===== src/rtl/muldiv_sequencer.sv =====
// muldiv_sequencer: 32-bit signed multiply (radix-2 Booth) and signed divide
// (restoring, on magnitudes) sharing a single 65-bit accumulator. An operation
// takes 32 iterations plus one result cycle. Results are registered into
// Hi_out/Lo_out one cycle after DONE, together with the done pulse.
module muldiv_sequencer (
  input  logic        clk,
  input  logic        reset,
  input  logic        MULT_on,
  input  logic        DIV_on,
  input  logic [31:0] A_in,
  input  logic [31:0] B_in,
  output logic [31:0] Hi_out,
  output logic [31:0] Lo_out,
  output logic        busy,
  output logic        done,
  output logic        dzero
);

  typedef enum logic [2:0] {IDLE, MULT, DIV, DONE, DZ} state_t;

  state_t      state_q, state_d;
  logic [64:0] acc_q, acc_d;
  logic [31:0] m_q, m_d;
  logic [5:0]  cnt_q, cnt_d;
  logic        is_div_q, is_div_d;
  logic        q_neg_q, q_neg_d;
  logic        r_neg_q, r_neg_d;
  logic [31:0] hi_q, hi_d;
  logic [31:0] lo_q, lo_d;
  logic        done_q, done_d;
  logic        dzero_q, dzero_d;

  logic [32:0] booth_sum;
  logic [32:0] div_shift;
  logic [32:0] div_diff;
  logic [31:0] a_mag;
  logic [31:0] b_mag;
  logic [31:0] quo_fix;
  logic [31:0] rem_fix;

  // Datapath arithmetic: Booth add/subtract on a 33-bit upper half so the
  // -2^31 * -2^31 case cannot overflow, plus restoring-division trial subtract.
  always_comb begin
    booth_sum = {acc_q[64], acc_q[64:33]};
    if (acc_q[1:0] == 2'b01) begin
      booth_sum = {acc_q[64], acc_q[64:33]} + {m_q[31], m_q};
    end else if (acc_q[1:0] == 2'b10) begin
      booth_sum = {acc_q[64], acc_q[64:33]} - {m_q[31], m_q};
    end
    div_shift = {acc_q[63:32], acc_q[31]};
    div_diff  = div_shift - {1'b0, m_q};
    a_mag     = A_in[31] ? (~A_in + 32'd1) : A_in;
    b_mag     = B_in[31] ? (~B_in + 32'd1) : B_in;
    quo_fix   = q_neg_q ? (~acc_q[31:0] + 32'd1) : acc_q[31:0];
    rem_fix   = r_neg_q ? (~acc_q[63:32] + 32'd1) : acc_q[63:32];
  end

  // Next-state and datapath update for the sequencer FSM.
  always_comb begin
    state_d  = state_q;
    acc_d    = acc_q;
    m_d      = m_q;
    cnt_d    = cnt_q;
    is_div_d = is_div_q;
    q_neg_d  = q_neg_q;
    r_neg_d  = r_neg_q;
    hi_d     = hi_q;
    lo_d     = lo_q;
    done_d   = 1'b0;
    dzero_d  = 1'b0;
    case (state_q)
      IDLE: begin
        if (MULT_on) begin
          acc_d    = {32'd0, B_in, 1'b0};
          m_d      = A_in;
          cnt_d    = 6'd0;
          is_div_d = 1'b0;
          state_d  = MULT;
        end else if (DIV_on) begin
          if (B_in == 32'd0) begin
            dzero_d = 1'b1;
            state_d = DZ;
          end else begin
            acc_d    = {33'd0, a_mag};
            m_d      = b_mag;
            cnt_d    = 6'd0;
            is_div_d = 1'b1;
            q_neg_d  = A_in[31] ^ B_in[31];
            r_neg_d  = A_in[31];
            state_d  = DIV;
          end
        end
      end
      MULT: begin
        acc_d = {booth_sum, acc_q[32:1]};
        cnt_d = cnt_q + 6'd1;
        if (cnt_q == 6'd31) begin
          state_d = DONE;
        end
      end
      DIV: begin
        if (!div_diff[32]) begin
          acc_d = {1'b0, div_diff[31:0], acc_q[30:0], 1'b1};
        end else begin
          acc_d = {1'b0, div_shift[31:0], acc_q[30:0], 1'b0};
        end
        cnt_d = cnt_q + 6'd1;
        if (cnt_q == 6'd31) begin
          state_d = DONE;
        end
      end
      DONE: begin
        if (is_div_q) begin
          hi_d = rem_fix;
          lo_d = quo_fix;
        end else begin
          hi_d = acc_q[64:33];
          lo_d = acc_q[32:1];
        end
        done_d  = 1'b1;
        state_d = IDLE;
      end
      DZ: begin
        state_d = IDLE;
      end
      default: begin
        state_d = IDLE;
      end
    endcase
  end

  // State and datapath registers; reset aborts any operation in flight.
  always_ff @(posedge clk or negedge reset) begin
    if (!reset) begin
      state_q  <= IDLE;
      acc_q    <= 65'd0;
      m_q      <= 32'd0;
      cnt_q    <= 6'd0;
      is_div_q <= 1'b0;
      q_neg_q  <= 1'b0;
      r_neg_q  <= 1'b0;
      hi_q     <= 32'd0;
      lo_q     <= 32'd0;
      done_q   <= 1'b0;
      dzero_q  <= 1'b0;
    end else begin
      state_q  <= state_d;
      acc_q    <= acc_d;
      m_q      <= m_d;
      cnt_q    <= cnt_d;
      is_div_q <= is_div_d;
      q_neg_q  <= q_neg_d;
      r_neg_q  <= r_neg_d;
      hi_q     <= hi_d;
      lo_q     <= lo_d;
      done_q   <= done_d;
      dzero_q  <= dzero_d;
    end
  end

  assign busy   = (state_q == MULT) || (state_q == DIV);
  assign done   = done_q;
  assign dzero  = dzero_q;
  assign Hi_out = hi_q;
  assign Lo_out = lo_q;

endmodule


===== config.mk =====
export PLATFORM = sky130hd
export DESIGN_NAME = muldiv_sequencer
export DESIGN_NICKNAME = d
export VERILOG_FILES = /design/src/rtl/muldiv_sequencer.sv
export SDC_FILE = /design/constraint.sdc
export NUM_CORES = 1
export LEC_CHECK = 0
export ABC_AREA = 1
export BUFFER_PORTS_ARGS = -buffer_cell sky130_fd_sc_hd__buf_2
export CORE_MARGIN = 2
export CORE_UTILIZATION = 60
export CTS_BUF_LIST = sky130_fd_sc_hd__clkbuf_4
export DETAILED_ROUTE_END_ITERATION = 8
export PLACE_DENSITY = 0.78
export SLEW_MARGIN = 25
export SYNTH_ARGS = -nofsm -noshare
export SYNTH_HDL_FRONTEND = slang
export SYNTH_SLANG_ARGS = --single-unit

===== constraint.sdc =====
create_clock -name clk -period 4.6 [get_ports clk]
set_input_delay 0.92 -clock clk [delete_from_list [all_inputs] [get_ports clk]]
set_output_delay 0.92 -clock clk [all_outputs]
set_load 0.005 [all_outputs]

# Word level (Yosys, flattened, before mapping)
# Cells that the tools add are included.
# classes
add_sub_neg	8
eq_ne	11
n_mux	33
n_bitwise	7
reduce_logical	13
# op_table
operator	n
32-bit two-way mux	9
65-bit two-way mux	3
65-bit case mux with 3 select lines	1
32-bit by 1-bit adder with 32-bit output (second input constant)	4
32-bit inverter	4
33-bit two-way mux	2
64-bit two-way mux	1
32-bit by 32-bit adder with 33-bit output	1
32-bit by 32-bit subtractor with 33-bit output	1
33-bit by 32-bit subtractor with 33-bit output	1
32-bit zero test	1
6-bit two-way mux	3
3-bit two-way mux	4
6-bit case mux with 2 select lines	1
3-bit inequality test (second input constant)	3
3-bit AND reduction	3
1-bit two-way mux	8
4-bit AND reduction	2
6-bit by 1-bit adder with 6-bit output (second input constant)	1
3-bit by 2-bit == test with 1-bit output (second input constant)	2
6-bit by 5-bit == test with 1-bit output (second input constant)	1
3-bit case mux with 2 select lines	1
2-bit nonzero test	2
3-bit by 1-bit == test with 1-bit output (second input constant)	1
other kinds (11)	12
# totals
reg_bits	175
input_bits	68
out_inout_bits	67
word_cells	84

# Longest topological paths before layout
# depth
word_depth	7
mapped_depth	18
mapped_depth_nobuf	17

# Worst setup path after synthesis
# Ideal clock, no wire load.
# synth_path
path_type	input to register
start	input B_in[1]
end	register acc_q[25]
setup_time_ns	0.134
arrival_time_ns	2.233
t_required_ns	4.466
path_slack_ns	2.233
path_stages	12
n_path_buf	1
cell_sequence	inv_1 > ha_1 > nand3_2 > nor2_2 > nand2_1 > nor2_1 > nand2_1 > nand3_4 > nand2_4 > clkinv_4 > buf_2 > a22oi_1
# synth_between
elab_chain_len	3
# synth_rtl
item	line	rtl
start: declaration	11	input logic [31:0] B_in,
32-bit zero test	80	if (B_in == 32'd0) begin
3-bit inequality test (no line)	n/a	
3-bit AND reduction (no line)	n/a	
end signal: assignment	136	acc_q <= 65'd0;
end signal: assignment	148	acc_q <= acc_d;
end: declaration	22	logic [64:0] acc_q, acc_d;
# Every way passes these cells.
# A chain may end at the register's enable or synchronous reset.

# Final worst setup path
# layout_path
start	register state_q[2]
end	output busy
# layout_between
elab_chain_len	2
elab_cells_between_ends	3
classes_between	eq/ne: 2; reduce/logical: 1
# layout_rtl
item	line	rtl
start: declaration	21	state_t state_q, state_d;
start signal: assignment	147	state_q <= state_d;
3-bit by 1-bit == test with 1-bit output or 3-bit by 2-bit == test with 1-bit output (tied branches)	161	assign busy = (state_q == MULT) || (state_q == DIV);
1-bit logical OR *	161	
end: declaration	14	output logic busy,
# Mark *: on every way between the ends. The rest lies on a longest branch, timed or not.

==> results.ini <==
[status]
status = finished with violations
violations = design-rule violations

[yosys]
synth_edf_count = 0
syn-num-nets = 3768
ys_types = 49
netlist_area_um2 = 20400
synth.area.top_cells = nand2_1, dfrtp_1, inv_1
synthArstFlopShare_pct = 100
yosysSeqAreaShare_pct = 21.4
yosys_register_bits = 175
yosys_warnings = 0
synth_largest_area_cell = nand2_1
synth.top_cell.area_share_pct = 21.8
ys.flop_type = dfrtp_1
synthCells = 3594
syn_avg_cell_area_um2 = 5.68

[placed_design]
portBuffers = 134
preCtsSetupSlack_ps = 841
dp_hpwl_mm = 63.8
globalplace.congestion = 1.07
postPlaceCellArea_um2 = 21200

[floorplan]
die_w_um = 189
num_rows = 67
ios = 135
die_h_um = 189
start_util_pct = 60.9
die_area_um2 = 35500
core-area_um2 = 33500

[cts]
cts_setup_buffers = 0
clk_pin_slew_ps = 190
numCtsBuffers = 17
cts_buffer_depth = 2
insertion_delay_ps = 670
cts_hold_buf = 0
clock-root-buffer = clkbuf_4
htree_levels = 4
cts_sinks = 175
cts_tree = done
cts.repair.resized = 0

[timing]
maxSlewHeadroom_pct = 37.6
rsz0062_at_grt = no
fin_tns_setup_ps = 0
setup_viol = 0
finalWorstPathRequiredPeriod_ps = 3390
report.final.slew_viol_count = 0
layout_worst_path_cycle_share_pct = 73.7
max_freq_mhz = 295
setup_ws_ps = 1210
tightest_slew_ps = 937
hold_violations = 0
skew_ps = 27.6

[setup_path]
cp_max_fo = 34
crit_family = buffers and inverters
crit_buf_inv = 3
crit_path_end_kind = output port
worst-setup-path-type = reg -> out
cp-start-kind = flop
slowest_stage = dfrtp_1
arrival_ps = 2470
cpPeakStageDelay_ps = 500
path_cells = nor3_4 > buf_4 > inv_2 > nand2_1 > buf_2
cp.required_ps = 3680

[grt]
grt_use_met1_pct = 55.6
grt_pass1_vias = 22900
grt_overflow = 0
grt_pass1_wl_mm = 125
antenna_found_initial = 2
grt_max_degree = 106
gr-usage-met2_pct = 69.7
grt-busiest-layer = met2
globalRouteMet3Util_pct = 8.55
grtUsageTotal_pct = 45.5

[run]
drv_cap = 0

[route]
drtPass1Iterations = 9
viasPerCell = 5.98
vias = 24500
drc_errors = 4
detail-route-antenna-nets = 0
wire_per_inst_um = 19.8
routed_wl_mm = 81.2
drt_iter0_drc = 3216

[finish]
drive_gt1_share_pct = 6.53
nets = 3806
fin_area_um2 = 21600
multi_input_area_um2 = 13300
area_growth_pct = 5.64
nFillCells = 3352
regArea_um2 = 4380

[worst_hold_path]
hp-class = in -> async

[per-stage QoR]
| stage | instances | utilization (%) | hold WS (ps) |
|---|---|---|---|
| 2_1_floorplan | 3594 | - | 472 |
| 3_3_place_gp | 4061 | 63.4 | 457 |
| 3_5_place_dp | 4061 | 63.4 | 461 |
| 4_1_cts | 4093 | 64.3 | 392 |
| 5_1_grt | 4095 | 64.4 | 345 |
| 6_report | 4095 | 64.4 | 266 |
[synth_stat cells, types with 6 or more instances]
| master | count |
|---|---|
| nand2_1 | 1186 |
| inv_1 | 547 |
| nor2_1 | 353 |
| nand3_1 | 304 |
| a21oi_1 | 225 |
| o21ai_0 | 199 |
| dfrtp_1 | 175 |
| ha_1 | 103 |
| clkbuf_1 | 89 |
| xor2_1 | 48 |
| nand4_1 | 40 |
| buf_2 | 32 |
| o22ai_1 | 31 |
| o221ai_1 | 30 |
| nor3_1 | 28 |
| o211ai_1 | 26 |
| xnor2_1 | 22 |
| o21ai_1 | 16 |
| o21bai_1 | 13 |
| a22oi_1 | 11 |
| inv_2 | 9 |
| nand2_2 | 9 |
| nand3b_1 | 9 |
| buf_1 | 8 |
| nor2_2 | 8 |
| o31ai_1 | 7 |
| buf_6 | 6 |
| nor4_1 | 6 |
[final timing paths]
check,slack [ps],from,to,depth (start not counted)
max,1210,state_q[2]$_DFFE_PN0P_,busy,5
min,270,reset,dzero$_DFF_PN0_,1
max reg2reg,1410,state_q[2]$_DFFE_PN0P_,acc_q[18]$_DFFE_PN0P_,9
min reg2reg,490,Hi_out[26]$_DFFE_PN0P_,Hi_out[26]$_DFFE_PN0P_,2
max in group asynchronous,3360,reset,acc_q[59]$_DFFE_PN0P_,2
min in group clk,490,Hi_out[26]$_DFFE_PN0P_,Hi_out[26]$_DFFE_PN0P_,2
[logic make-up (layout without fill, tap and decap cells)]
| logic type | count (synthesis) | in the layout | synth area share [%] |
|---|---|---|---|
| AO/OA/AOI/OAI | 578 | 578 | 15.9 |
| XOR/XNOR | 70 | 70 | 3.00 |
| adder cells (fa/ha/maj) | 106 | 106 | 6.60 |
| buffers and inverters | 698 | 749 | 13.3 |
| flip-flops | 175 | 175 | 21.4 |
| other | 0 | 2 | 0 |
| AND/OR/NAND/NOR | 1967 | 1967 | 39.7 |
[routing by layer]
layer	routed length (um)	part of all wire [%]
met1	30200	37
met4	7870	9.7
met2	34900	43
met5	0	0
met3	8330	10
[worst register-to-register path, delay by kind of cell (launching register included)]
kind | cells | cell delay, ps
AOI/OAI and AO/OA | 1 | 90
buffers and inverters | 4 | 1440
DFF | 1 | 500
and+or+nand+nor | 4 | 1020
[registers in the layout, summed over array words and instances, names as in the netlist]
signal,cells
Hi_out,32
acc_q,65
state_q,3
is_div_q,1
m_q,32
r_neg_q,1
done,1
cnt_q,6
dzero,1
q_neg_q,1
Lo_out,32
[final cells by class]
class,instances,share of cell area [%]
Sequential cell,175,20.3
Inverter,560,9.78
Clock inverter,15,0.899
Timing Repair Buffer,157,4.01
Antenna cell,2,0.0232
Clock buffer,17,0.591
Tap cell,448,2.60
Multi-Input combinational cell,2721,61.8
[cells in the final DEF, fill, tap and decap left out, types with 3 or more instances in the layout]
| cell type | count |
|---|---|
| clkinv_8 | 7 |
| xor2_1 | 48 |
| nand2_4 | 3 |
| dfrtp_1 | 174 |
| nor3_2 | 3 |
| or2_2 | 4 |
| nand3b_1 | 9 |
| and2_1 | 5 |
| o31ai_1 | 7 |
| nand2_2 | 9 |
| a31oi_1 | 4 |
| buf_2 | 133 |
| o221ai_1 | 30 |
| o21ai_0 | 199 |
| o21ai_1 | 16 |
| o22ai_1 | 31 |
| inv_1 | 546 |
| nor3_1 | 28 |
| inv_2 | 8 |
| o211ai_1 | 26 |
| a21boi_0 | 5 |
| and3_1 | 3 |
| nor4_1 | 6 |
| nand4_1 | 40 |
| o32ai_1 | 3 |
| clkinv_1 | 3 |
| nor2_1 | 353 |
| buf_4 | 22 |
| nand2_1 | 1186 |
| a21oi_1 | 225 |
| xnor2_1 | 22 |
| nand3_1 | 304 |
| inv_8 | 3 |
| a22oi_1 | 11 |
| nor3_4 | 3 |
| fa_1 | 3 |
| ha_1 | 102 |
| clkbuf_4 | 17 |
| nor2_2 | 8 |
| o21bai_1 | 13 |
Power is not shown: default switching activity piles up to over one toggle a cycle in this logic, so the estimate is an artifact.
